## config.mk

```make
export PLATFORM = sky130hd
export DESIGN_NAME = fifo_wr_arbiter
export DESIGN_NICKNAME = d
export VERILOG_FILES = /design/src/rtl/fifo_wr_arbiter.sv
export SDC_FILE = /design/constraint.sdc
export NUM_CORES = 1
export LEC_CHECK = 0
export BUFFER_PORTS_ARGS = -buffer_cell sky130_fd_sc_hd__buf_2
export CAP_MARGIN = 20
export CORE_MARGIN = 2
export CORE_UTILIZATION = 30
export CTS_CLUSTER_DIAMETER = 30
export DETAILED_ROUTE_END_ITERATION = 10
export HOLD_SLACK_MARGIN = 0.15
export SYNTH_ARGS = -nofsm -noshare
export SYNTH_HDL_FRONTEND = slang
export SYNTH_SLANG_ARGS = --single-unit
```

## constraint.sdc

```tcl
create_clock -name clk -period 1.8 [get_ports clk]
set_input_delay 0.36 -clock clk [delete_from_list [all_inputs] [get_ports clk]]
set_output_delay 0.36 -clock clk [all_outputs]
set_load 0.02 [all_outputs]
```

## src/rtl/fifo_wr_arbiter.sv

```systemverilog
// Round-robin arbiter sharing one FIFO write port among NUM_REQ producers, with bounded bursts.
// Writes are combinational in GRANT (no added latency); fifo_full stalls the owner without releasing the port.
module fifo_wr_arbiter #(
    parameter int NUM_REQ   = 4,
    parameter int DATA_W    = 8,
    parameter int MAX_BURST = 4
) (
    input  logic                      clk,
    input  logic                      rst,
    input  logic [NUM_REQ-1:0]        req_valid,
    input  logic [NUM_REQ*DATA_W-1:0] req_data,
    output logic [NUM_REQ-1:0]        req_ready,
    input  logic                      fifo_full,
    output logic                      fifo_wr,
    output logic [DATA_W-1:0]         fifo_din,
    output logic [NUM_REQ-1:0]        grant,
    output logic                      busy
);

    localparam int IW = (NUM_REQ > 1) ? $clog2(NUM_REQ) : 1;
    localparam logic [IW:0]    NREQ      = (IW+1)'(NUM_REQ);
    localparam logic [IW-1:0]  LAST_IDX  = IW'(NUM_REQ - 1);
    localparam logic [3:0]     LAST_BEAT = 4'(MAX_BURST - 1);
    localparam logic [NUM_REQ-1:0] ONE   = {{(NUM_REQ-1){1'b0}}, 1'b1};

    typedef enum logic {IDLE, GRANT} state_t;

    state_t             state, state_nxt;
    logic [IW-1:0]      owner, owner_nxt;
    logic [IW-1:0]      rr_ptr, rr_ptr_nxt;
    logic [3:0]         beat_cnt, beat_cnt_nxt;
    logic [NUM_REQ-1:0] grant_nxt;
    logic [IW-1:0]      winner;
    logic [IW:0]        scan_idx;
    logic               found;
    logic               accept;
    logic               release_port;

    // State register
    always_ff @(posedge clk) begin
        if (rst) begin
            state    <= IDLE;
            owner    <= '0;
            rr_ptr   <= '0;
            beat_cnt <= '0;
            grant    <= '0;
        end else begin
            state    <= state_nxt;
            owner    <= owner_nxt;
            rr_ptr   <= rr_ptr_nxt;
            beat_cnt <= beat_cnt_nxt;
            grant    <= grant_nxt;
        end
    end

    // First valid requester at or after rr_ptr, wrapping
    always_comb begin
        winner   = '0;
        found    = 1'b0;
        scan_idx = '0;
        for (int k = 0; k < NUM_REQ; k++) begin
            scan_idx = {1'b0, rr_ptr} + (IW+1)'(k);
            if (scan_idx >= NREQ)
                scan_idx = scan_idx - NREQ;
            if (!found && req_valid[scan_idx[IW-1:0]]) begin
                found  = 1'b1;
                winner = scan_idx[IW-1:0];
            end
        end
    end

    assign accept       = (state == GRANT) && req_valid[owner] && !fifo_full;
    assign release_port = (state == GRANT) &&
                          ((accept && (beat_cnt == LAST_BEAT)) || !req_valid[owner]);

    // Next-state logic
    always_comb begin
        state_nxt    = state;
        owner_nxt    = owner;
        rr_ptr_nxt   = rr_ptr;
        beat_cnt_nxt = beat_cnt;
        grant_nxt    = grant;
        case (state)
            IDLE: begin
                if (found) begin
                    state_nxt    = GRANT;
                    owner_nxt    = winner;
                    beat_cnt_nxt = '0;
                    grant_nxt    = ONE << winner;
                end
            end
            GRANT: begin
                if (release_port) begin
                    state_nxt    = IDLE;
                    beat_cnt_nxt = '0;
                    grant_nxt    = '0;
                    rr_ptr_nxt   = (owner == LAST_IDX) ? '0 : owner + 1'b1;
                end else if (accept) begin
                    beat_cnt_nxt = beat_cnt + 4'd1;
                end
            end
            default: begin
                state_nxt = IDLE;
                grant_nxt = '0;
            end
        endcase
    end

    // Outputs drive zero outside an accepted beat
    always_comb begin
        req_ready = '0;
        fifo_wr   = 1'b0;
        fifo_din  = '0;
        busy      = (state == GRANT);
        if (accept) begin
            req_ready = ONE << owner;
            fifo_wr   = 1'b1;
            fifo_din  = req_data[owner*DATA_W +: DATA_W];
        end
    end

endmodule

```

# [After elaboration in Yosys (flattened, before gate mapping)]
# Index checks and enable logic that the tools add are counted.
[totals] ff_bits=13 wordCells=85
[classes] add_sub_neg=9 order_cmp=9 n_eq_ne=5 shift=3 muxes=36 bitwise=1 reduce_logical=17
[op_table] operator="32-bit by 6-bit variable part select with 8-bit output" n=1
[op_table] operator="4-bit 2-to-1 mux" n=6
[op_table] operator="2-bit 2-to-1 mux" n=9
[op_table] operator="4-bit case mux with 2 select lines" n=2
[op_table] operator="2-bit by 3-bit less-than comparator with 1-bit output (second input constant)" n=5
[op_table] operator="1-bit 2-to-1 mux" n=12
[op_table] operator="1-bit binary-select mux with 2-bit select" n=5
[op_table] operator="3-bit >= comparator (second input constant)" n=3
[op_table] operator="8-bit 2-to-1 mux" n=1
[op_table] operator="2-bit AND reduction" n=4
[op_table] operator="1-bit by 2-bit << shifter with 4-bit output (first input constant)" n=2
[op_table] operator="2-bit by 1-bit subtractor with 2-bit output (second input constant)" n=4
[op_table] operator="1-bit logical AND" n=7
[op_table] operator="2-bit by 2-bit adder with 3-bit output (second input constant)" n=2
[op_table] operator="1-bit logical NOT" n=5
[op_table] operator="4-bit by 1-bit adder with 4-bit output (second input constant)" n=1
[op_table] operator="4-bit by 2-bit == test with 1-bit output (second input constant)" n=1
[op_table] operator="2-bit by 1-bit adder with 3-bit output (second input constant)" n=1
[op_table] operator="2-bit by 3-bit >= comparator with 1-bit output (second input constant)" n=1
[op_table] operator="3-bit by 1-bit != test with 1-bit output (second input constant)" n=1
[op_table] operator="2-bit by 1-bit adder with 2-bit output (second input constant)" n=1
[op_table] operator="2-bit == test (second input constant)" n=1
[op_table] operator="2-bit by 1-bit != test with 1-bit output (second input constant)" n=1
[op_table] operator="2-bit != test (second input constant)" n=1
[op_table] operator="other kinds (3)" n=3

# [Longest topological paths before layout]
# Gate-level depths: netlist of run 1.
[depth] ltp_word=17 ltp_mapped=5

# [Worst setup path before layout of run 1]
# No wires, ideal clock.
[synth_timing] path_type="register to output" from="register owner[0]" to="output fifo_din[0]" arrival_ns=1.651 required_ns=1.440 slack_ns=-0.211 path_stages_with_launch=4 n_path_buf=1 path_cell_list="dfxtp_1 > buf_1 > mux4_2 > and2_1"
[synth_via] elab_chain_len=5 word_cells_on_any_way=6
[synth_rtl] element="from (decl)" line="29" source="logic [IW-1:0] owner, owner_nxt;"
[synth_rtl] element="from (signal assigned)" line="49" source="owner <= owner_nxt;"
[synth_rtl] element="parallel branches: the longest is 4 deep, another holds 32-bit by 6-bit variable part select with 8-bit output"
[synth_rtl] element="8-bit 2-to-1 mux (*)" line="115" source="if (accept) begin"
[synth_rtl] element="to (decl)" line="15" source="output logic [DATA_W-1:0] fifo_din,"
# Every way passes the cells marked *. The select of a mux whose other input is x is not followed.

# [Final worst setup path of run 1]
[layout_timing] from="register owner[0]" to="output req_ready[0]"
[layout_via] elab_chain_len=5 word_cells_on_any_way=6
[layout_rtl] element="1-bit binary-select mux with 2-bit select" line="72" source="assign accept = (state == GRANT) && req_valid[owner] && !fifo_full;"
[layout_rtl] element="1-bit 2-to-1 mux (not written as such)" line="72"
[layout_rtl] element="1-bit logical AND (2 in series)" line="72"
[layout_rtl] element="4-bit 2-to-1 mux (*)" line="115"
[layout_rtl] element="to (decl)" line="12" source="output logic [NUM_REQ-1:0] req_ready,"
# Mark *: on every way between the ends. The rest lies on a longest branch, timed or not. The select of a mux whose other input is x is not followed.

==> run_results.csv, run 1 <==
group,metric,value,unit
floorplanning,die_h,62.6,microns
timing,report.final.slew_viol_count,0,
global_route,grt_pass1_vias,1117,
worst_setup_path,cp_max_fo,7,
logic_synthesis,syn_inst,107,
timing,skew,0.00562,ns
clock_tree,cts_buffers,3,
clock_tree,cts.sinks,13,
floorplanning,die_w,62.6,microns
placed_design,placed_area,1490,sq um
drt,first_iter_violations,51,
drt,drt-vias-per-instance,5.01,
cells_and_area,fill_cells,324,
clock_tree,root_buffer,"clkbuf_4",
logic_synthesis,synth_area,1030,sq um
logic_synthesis,synth-edff-count,0,
cells_and_area,final_nets,227,
hold_path,min_path_cells,2,
cells_and_area,drive_above_1_share,63.7,%
global_route,grt_use_total,15.7,%
clock_tree,cts_tree,"done",
logic_synthesis,yosysTopAreaCell,"dfxtp_1",
clock_tree,clkLatencyLatePin,0.27,ns
cells_and_area,areaGrowthSynthToFinish,63.9,%
worst_setup_path,r2r_setup_slack,-0.02,ns
drt,remaining_drc_errors,0,
clock_tree,ctsHoldBuffers,0,
worst_setup_path,crit_required,1.44,ns
logic_synthesis,synth_cell_types,36,
global_route,grt_pass1_wl,5030,microns
worst_setup_path,reg2reg_depth,5,
worst_setup_path,cp-end-kind,"output port",
floorplanning,dieArea,3910,sq um
worst_setup_path,rr_startpoint,"owner[0]$_SDFFE_PP0P_",
pwr,leakagePower,0.751,nW
logic_synthesis,ys_ff_latch,13,
logic_synthesis,synth_ff_type,"dfxtp_1",
timing,period_minus_slack,2.00,ns
timing,hold_viol,0,
worst_setup_path,cp-start-kind,"register",
drt,dr.pass1.iters,4,
clock_tree,cts.clk_slew.worst_paths,0.08,ns
timing,fmax,500,MHz
logic_synthesis,syn-num-nets,151,
logic_synthesis,synth_area_per_cell,9.61,sq um
placed_design,place_hpwl,2300,microns
timing,fin_ws,-0.198,ns
logic_synthesis,synth_top_area_share,25.3,%
pwr,power,0.000864,W
timing,whs,0.358,ns
logic_synthesis,yosysWarningCount,0,
timing,grt_setup_unrepaired,"true",
logic_synthesis,ys_seq_area_share,25.3,%
clock_tree,cts_buffer_depth,2,
global_route,grt_overflow,0,
floorplanning,start_util,31.1,%
timing,period_share,111,%
pwr,ir_drop,0.369,mV
hold_path,worstHoldEndpoint,"owner[0]$_SDFFE_PP0P_",
global_route,antenna_found_initial,0,
timing,tightestPinTransition,0.392,ns
worst_setup_path,arrival,1.64,ns
drt,totalWireLength,3040,microns
drt,num_vias,1143,
floorplanning,core-area,3310,sq um
worst_setup_path,reg2reg_to,"beat_cnt[3]$_SDFFE_PP0P_",
cells_and_area,antennaDiodeCount,0,
worst_setup_path,crit_type,"register to output port",
outcome,violations,"setup timing",
floorplanning,io_pins,57,
drt,detail_route.wl_per_cell,13.3,microns
cells_and_area,post-route-util,50.9,%
drt,drtAntennaViolNets,0,
pwr,cellPowerDensity,513,nW/um^2
hold_path,hp-start,"rst",
placed_design,gp_congestion,0.825,
outcome,status,"complete, but fails checks",
timing,setup_tns,-2.49,ns
cells_and_area,post-route-cell-area,1690,sq um
logic_synthesis,ys_async_sr_fraction,0,%
placed_design,numPortBuffers,56,
logic_synthesis,synth_area_leaders,"dfxtp_1 25%, mux4_2 20%, and2_1 7.3%",
hold_path,hold_path_class,"input port to register",
clock_tree,cts_max_level,1,
timing,setup_violations,14,
global_route,grt_max_degree,14,
floorplanning,rows,21,
job,max_cap_violations,0,
timing,relSlewSlack,73.9,%
through the flow:
step,instances,setup WS (ns)
2_1_floorplan,107,-0.0144
3_3_place_gp,222,-0.171
3_5_place_dp,222,-0.229
4_1_cts,227,-0.193
5_1_grt,228,-0.268
6_report,228,-0.198
cells in the mapped netlist, types with 2 or more instances:
library cell	count
or4_1	2
a21oi_1	6
ha_1	5
nor2b_1	5
inv_1	3
clkbuf_1	2
mux4_2	9
nor2_1	9
nand2_1	4
buf_1	2
a32o_1	4
o21ai_0	5
and2_1	12
mux2i_1	2
or3_1	3
nor3_1	2
dfxtp_1	13
critical path, cell delays in order (launching register included):
cell and delay, ns:
dfxtp_4 0.37, mux4_2 0.54, nand2_4 0.13, nor2_4 0.06
and2_4 0.14, buf_6 0.12
kinds of logic (layout without fill, tap and decap cells):
kind of cell / count (synthesis) / count (layout) / synth area share [%]
adder cells (fa/ha/maj): 5 / 5 / 6.08
AO/OA/AOI/OAI: 26 / 26 / 18.3
buffers and inverters: 8 / 82 / 3.65
AND/OR/NAND/NOR: 44 / 45 / 25.1
flip-flops: 13 / 13 / 25.3
multiplexers: 11 / 11 / 21.7
layout make-up:
cell class	instances	area, sq um	area share, %
Clock buffer	4	26.3	1.56
Inverter	3	11.3	0.668
Multi-Input combinational cell	87	808	48.0
Sequential cell	13	267	15.8
Tap cell	46	57.6	3.41
Timing Repair Buffer	75	515	30.6
flip-flops by register name (all words and copies together), names as in the netlist:
name,cells
beat_cnt,4
grant,4
owner,2
rr_ptr,2
busy,1
worst max path at each step:
stage | start | end | depth (start not counted)
2_1_floorplan | owner[0]$_SDFFE_PP0P_ | fifo_din[0] | 5
3_3_place_gp | req_valid[3] | req_ready[2] | 6
3_5_place_dp | req_valid[0] | req_ready[0] | 6
4_1_cts | owner[0]$_SDFFE_PP0P_ | req_ready[0] | 5
5_1_grt | owner[0]$_SDFFE_PP0P_ | req_ready[0] | 5
6_report | owner[0]$_SDFFE_PP0P_ | req_ready[0] | 5
where the power goes:
| group | internal, W | total, W | switching (W) | leakage [nW] |
|---|---|---|---|---|
| sequential | 0.000308 | 0.000325 | 0.0000177 | 0.108 |
| combinational | 0.000197 | 0.000357 | 0.000160 | 0.628 |
| clock | 0.0000858 | 0.000182 | 0.0000958 | 0.0150 |
routing by layer:
metal | global-route usage (%) | vias to the layer above | part of all wire (%) | wire length [microns]
li1 | - | 564 | - | -
met1 | 19.8 | 529 | 43 | 1310
met2 | 27.0 | 46 | 50 | 1520
met3 | 3.24 | 4 | 6.3 | 192
met4 | 4.72 | 0 | 0.82 | 25
met5 | 0 | - | 0 | 0
layout by cell type, fill, tap and decap left out, types with 2 or more instances in the layout:
cell      count
nor2_4        2
buf_6        14
nor2_1        8
a21oi_1       4
nor3_1        2
buf_2        43
buf_4        17
a21oi_2       2
o21ai_0       5
dfxtp_2       2
inv_1         3
dfxtp_1      10
and2_4       12
or3_1         3
mux2i_1       2
nand2_1       3
mux4_2        9
a32o_1        4
ha_1          4
clkbuf_4      3
nor2b_1       5
what timing repair did:
item,CTS,global route
cloned,1,0
resized for setup,42,10
endpoints found under the setup margin,17,22
setup buffers,0,1
pin swaps,7,6
(Power assumes the default switching activity.)
==> run 2: changes to the inputs <==
--- a/config.mk
+++ b/config.mk
@@ -6,12 +6,12 @@
 export NUM_CORES = 1
 export LEC_CHECK = 0
 export BUFFER_PORTS_ARGS = -buffer_cell sky130_fd_sc_hd__buf_2
-export CAP_MARGIN = 20
 export CORE_MARGIN = 2
-export CORE_UTILIZATION = 30
+export CORE_UTILIZATION = 23
 export CTS_CLUSTER_DIAMETER = 30
 export DETAILED_ROUTE_END_ITERATION = 10
 export HOLD_SLACK_MARGIN = 0.15
+export RECOVER_POWER = 50
 export SYNTH_ARGS = -nofsm -noshare
 export SYNTH_HDL_FRONTEND = slang
 export SYNTH_SLANG_ARGS = --single-unit
==> run_results.csv, run 2 (synthesis results as in run 1) <==
group,metric,value,unit
worst_setup_path,crit_required,1.44,ns
clock_tree,cts_max_level,1,
floorplanning,start_util,23.8,%
clock_tree,cts_buffer_depth,2,
worst_setup_path,arrival,1.61,ns
worst_setup_path,cp-start-kind,"register",
drt,remaining_drc_errors,0,
worst_setup_path,path_delay_family,"multiplexers",
drt,drt-vias-per-instance,4.68,
global_route,grt_pass1_wl,5020,microns
worst_setup_path,reg2reg_to,"beat_cnt[3]$_SDFFE_PP0P_",
hold_path,hp-start,"rst",
timing,period_share,110,%
timing,period_minus_slack,1.97,ns
worst_setup_path,cp-end-kind,"output port",
cells_and_area,mostFrequentLayoutCells,"39 x buf_2, 20 x buf_4, 14 x buf_6",
timing,grt_setup_unrepaired,"true",
cells_and_area,largestRegisters,"beat_cnt x4, grant x4",
worst_setup_path,rr_startpoint,"owner[0]$_SDFFE_PP0P_",
floorplanning,rows,24,
worst_setup_path,crit_chain,"mux4_2, nand2_4, nor2_4, and2_4, buf_6",
worst_setup_path,reg2reg_depth,6,
floorplanning,core-area,4320,sq um
worst_setup_path,cp_max_fo,6,
placed_design,numPortBuffers,56,
cells_and_area,fill_cells,447,
worst_setup_path,startpoint,"owner[0]$_SDFFE_PP0P_",
worst_setup_path,max_stage_delay,0.55,ns
clock_tree,cts_tree,"done",
placed_design,gp_congestion,0.852,
pwr,leakagePower,0.763,nW
worst_setup_path,worst_path_max_delay_cell,"mux4_2",
worst_setup_path,worst-path-buf-inv,1,
global_route,antenna_found_initial,0,
hold_path,hold_path_class,"input port to register",
drt,first_iter_violations,25,
floorplanning,die_w,70.9,microns
cells_and_area,areaGrowthSynthToFinish,69.2,%
clock_tree,cts.sinks,13,
worst_setup_path,path_depth,5,
timing,fmax,507,MHz
clock_tree,ctsHoldBuffers,0,
pwr,cellPowerDensity,551,nW/um^2
global_route,grt_use_total,12.3,%
timing,setup_violations,22,
global_route,grt_overflow,0,
drt,totalWireLength,3040,microns
timing,setup_tns,-2.50,ns
timing,tightestPinTransition,0.367,ns
floorplanning,dieArea,5020,sq um
clock_tree,root_buffer,"clkbuf_8",
worst_setup_path,r2r_setup_slack,-0.14,ns
timing,hold_viol,0,
cells_and_area,antennaDiodeCount,0,
placed_design,place_hpwl,2320,microns
timing,skew,0.00332,ns
drt,drtAntennaViolNets,0,
timing,fin_ws,-0.172,ns
worst_setup_path,cp-endpoint,"fifo_din[4]",
floorplanning,die_h,70.9,microns
cells_and_area,drive_above_1_share,62.7,%
cells_and_area,layout_commonest_cell,"buf_2",
pwr,power,0.000960,W
drt,num_vias,1108,
drt,dr.pass1.iters,4,
global_route,grt_pass1_vias,1123,
clock_tree,cts.clk_slew.worst_paths,0.06,ns
pwr,ir_drop,0.315,mV
worst_setup_path,crit_type,"register to output port",
clock_tree,cts_buffers,3,
job,max_cap_violations,0,
cells_and_area,final_nets,230,
global_route,grt_max_degree,14,
clock_tree,clkLatencyLatePin,0.24,ns
timing,report.final.slew_viol_count,0,
outcome,status,"complete, but fails checks",
floorplanning,io_pins,57,
outcome,violations,"setup timing",
timing,relSlewSlack,75.5,%
drt,detail_route.wl_per_cell,12.8,microns
[run 2: cell count changes in the layout (fill, tap and decap cells not counted), moves of 2 or more]
cell      delta
buf_2        -4
buf_4        +3
clkbuf_1     +3
clkbuf_4     -3
clkbuf_8     +3
or3_1        -2
or3_4        +2
[run 2: report_power, final]
part	internal [W]	switching [W]	total, W
logic	0.000209	0.000162	0.000371
registers	0.000308	0.0000185	0.000327
clock network	0.000153	0.000109	0.000262
total	0.000670	0.000290	0.000960
[run 2: what timing repair did]
| item | in CTS | in global routing |
|---|---|---|
| pin swaps | 7 | 2 |
| resized for setup | 43 | 9 |
| setup buffers | 0 | 2 |
| endpoints found under the setup margin | 19 | 22 |
| gates cloned | 1 | 0 |
[run 2: per-layer routing]
| layer | track usage, % | share of wire [%] |
|---|---|---|
| met1 | 16.1 | 45 |
| met2 | 20.4 | 50 |
| met3 | 1.14 | 2.5 |
| met4 | 6.29 | 2.4 |
| met5 | 0 | 0 |
[run 2: through the flow]
step	util [%]	instance area, sq um	hold WS (ns)	instances	setup WS [ns]
finish	40.2	1740	0.389	237	-0.172
global route	40.2	1740	0.417	237	-0.204
CTS	39.1	1690	0.393	235	-0.177
detailed placement	34.9	1510	0.450	230	-0.308
global placement	34.9	1510	0.457	230	-0.269
floorplan	-	1040	0.458	107	-0.0144
[run 2: worst register-to-register path, cell delays in order, from the launching register on]
cell and delay (ns):
dfxtp_4 0.36, mux4_2 0.55, buf_4 0.16, buf_6 0.11
and3_4 0.16, or4_4 0.41, a21oi_2 0.12
[run 2: worst min-delay path by stage]
stage	slack [ns]	to	cells after the start
3_5_place_dp	0.45	grant[3]$_SDFFE_PP0P_	1
4_1_cts	0.39	owner[0]$_SDFFE_PP0P_	2
3_3_place_gp	0.46	grant[3]$_SDFFE_PP0P_	1
5_1_grt	0.42	owner[0]$_SDFFE_PP0P_	2
2_1_floorplan	0.46	beat_cnt[3]$_SDFFE_PP0P_	2
6_report	0.39	owner[0]$_SDFFE_PP0P_	2
[run 2: cell type report]
| class | instances | area (sq um) | share of cell area [%] |
|---|---|---|---|
| inverters | 3 | 11.3 | 0.647 |
| repair buffers | 78 | 533 | 30.6 |
| multi-input cells | 87 | 820 | 47.1 |
| clock buffers | 3 | 41.3 | 2.37 |
| well taps | 52 | 65.1 | 3.74 |
| clock inverters | 1 | 5.00 | 0.288 |
| flip-flops and latches | 13 | 265 | 15.2 |
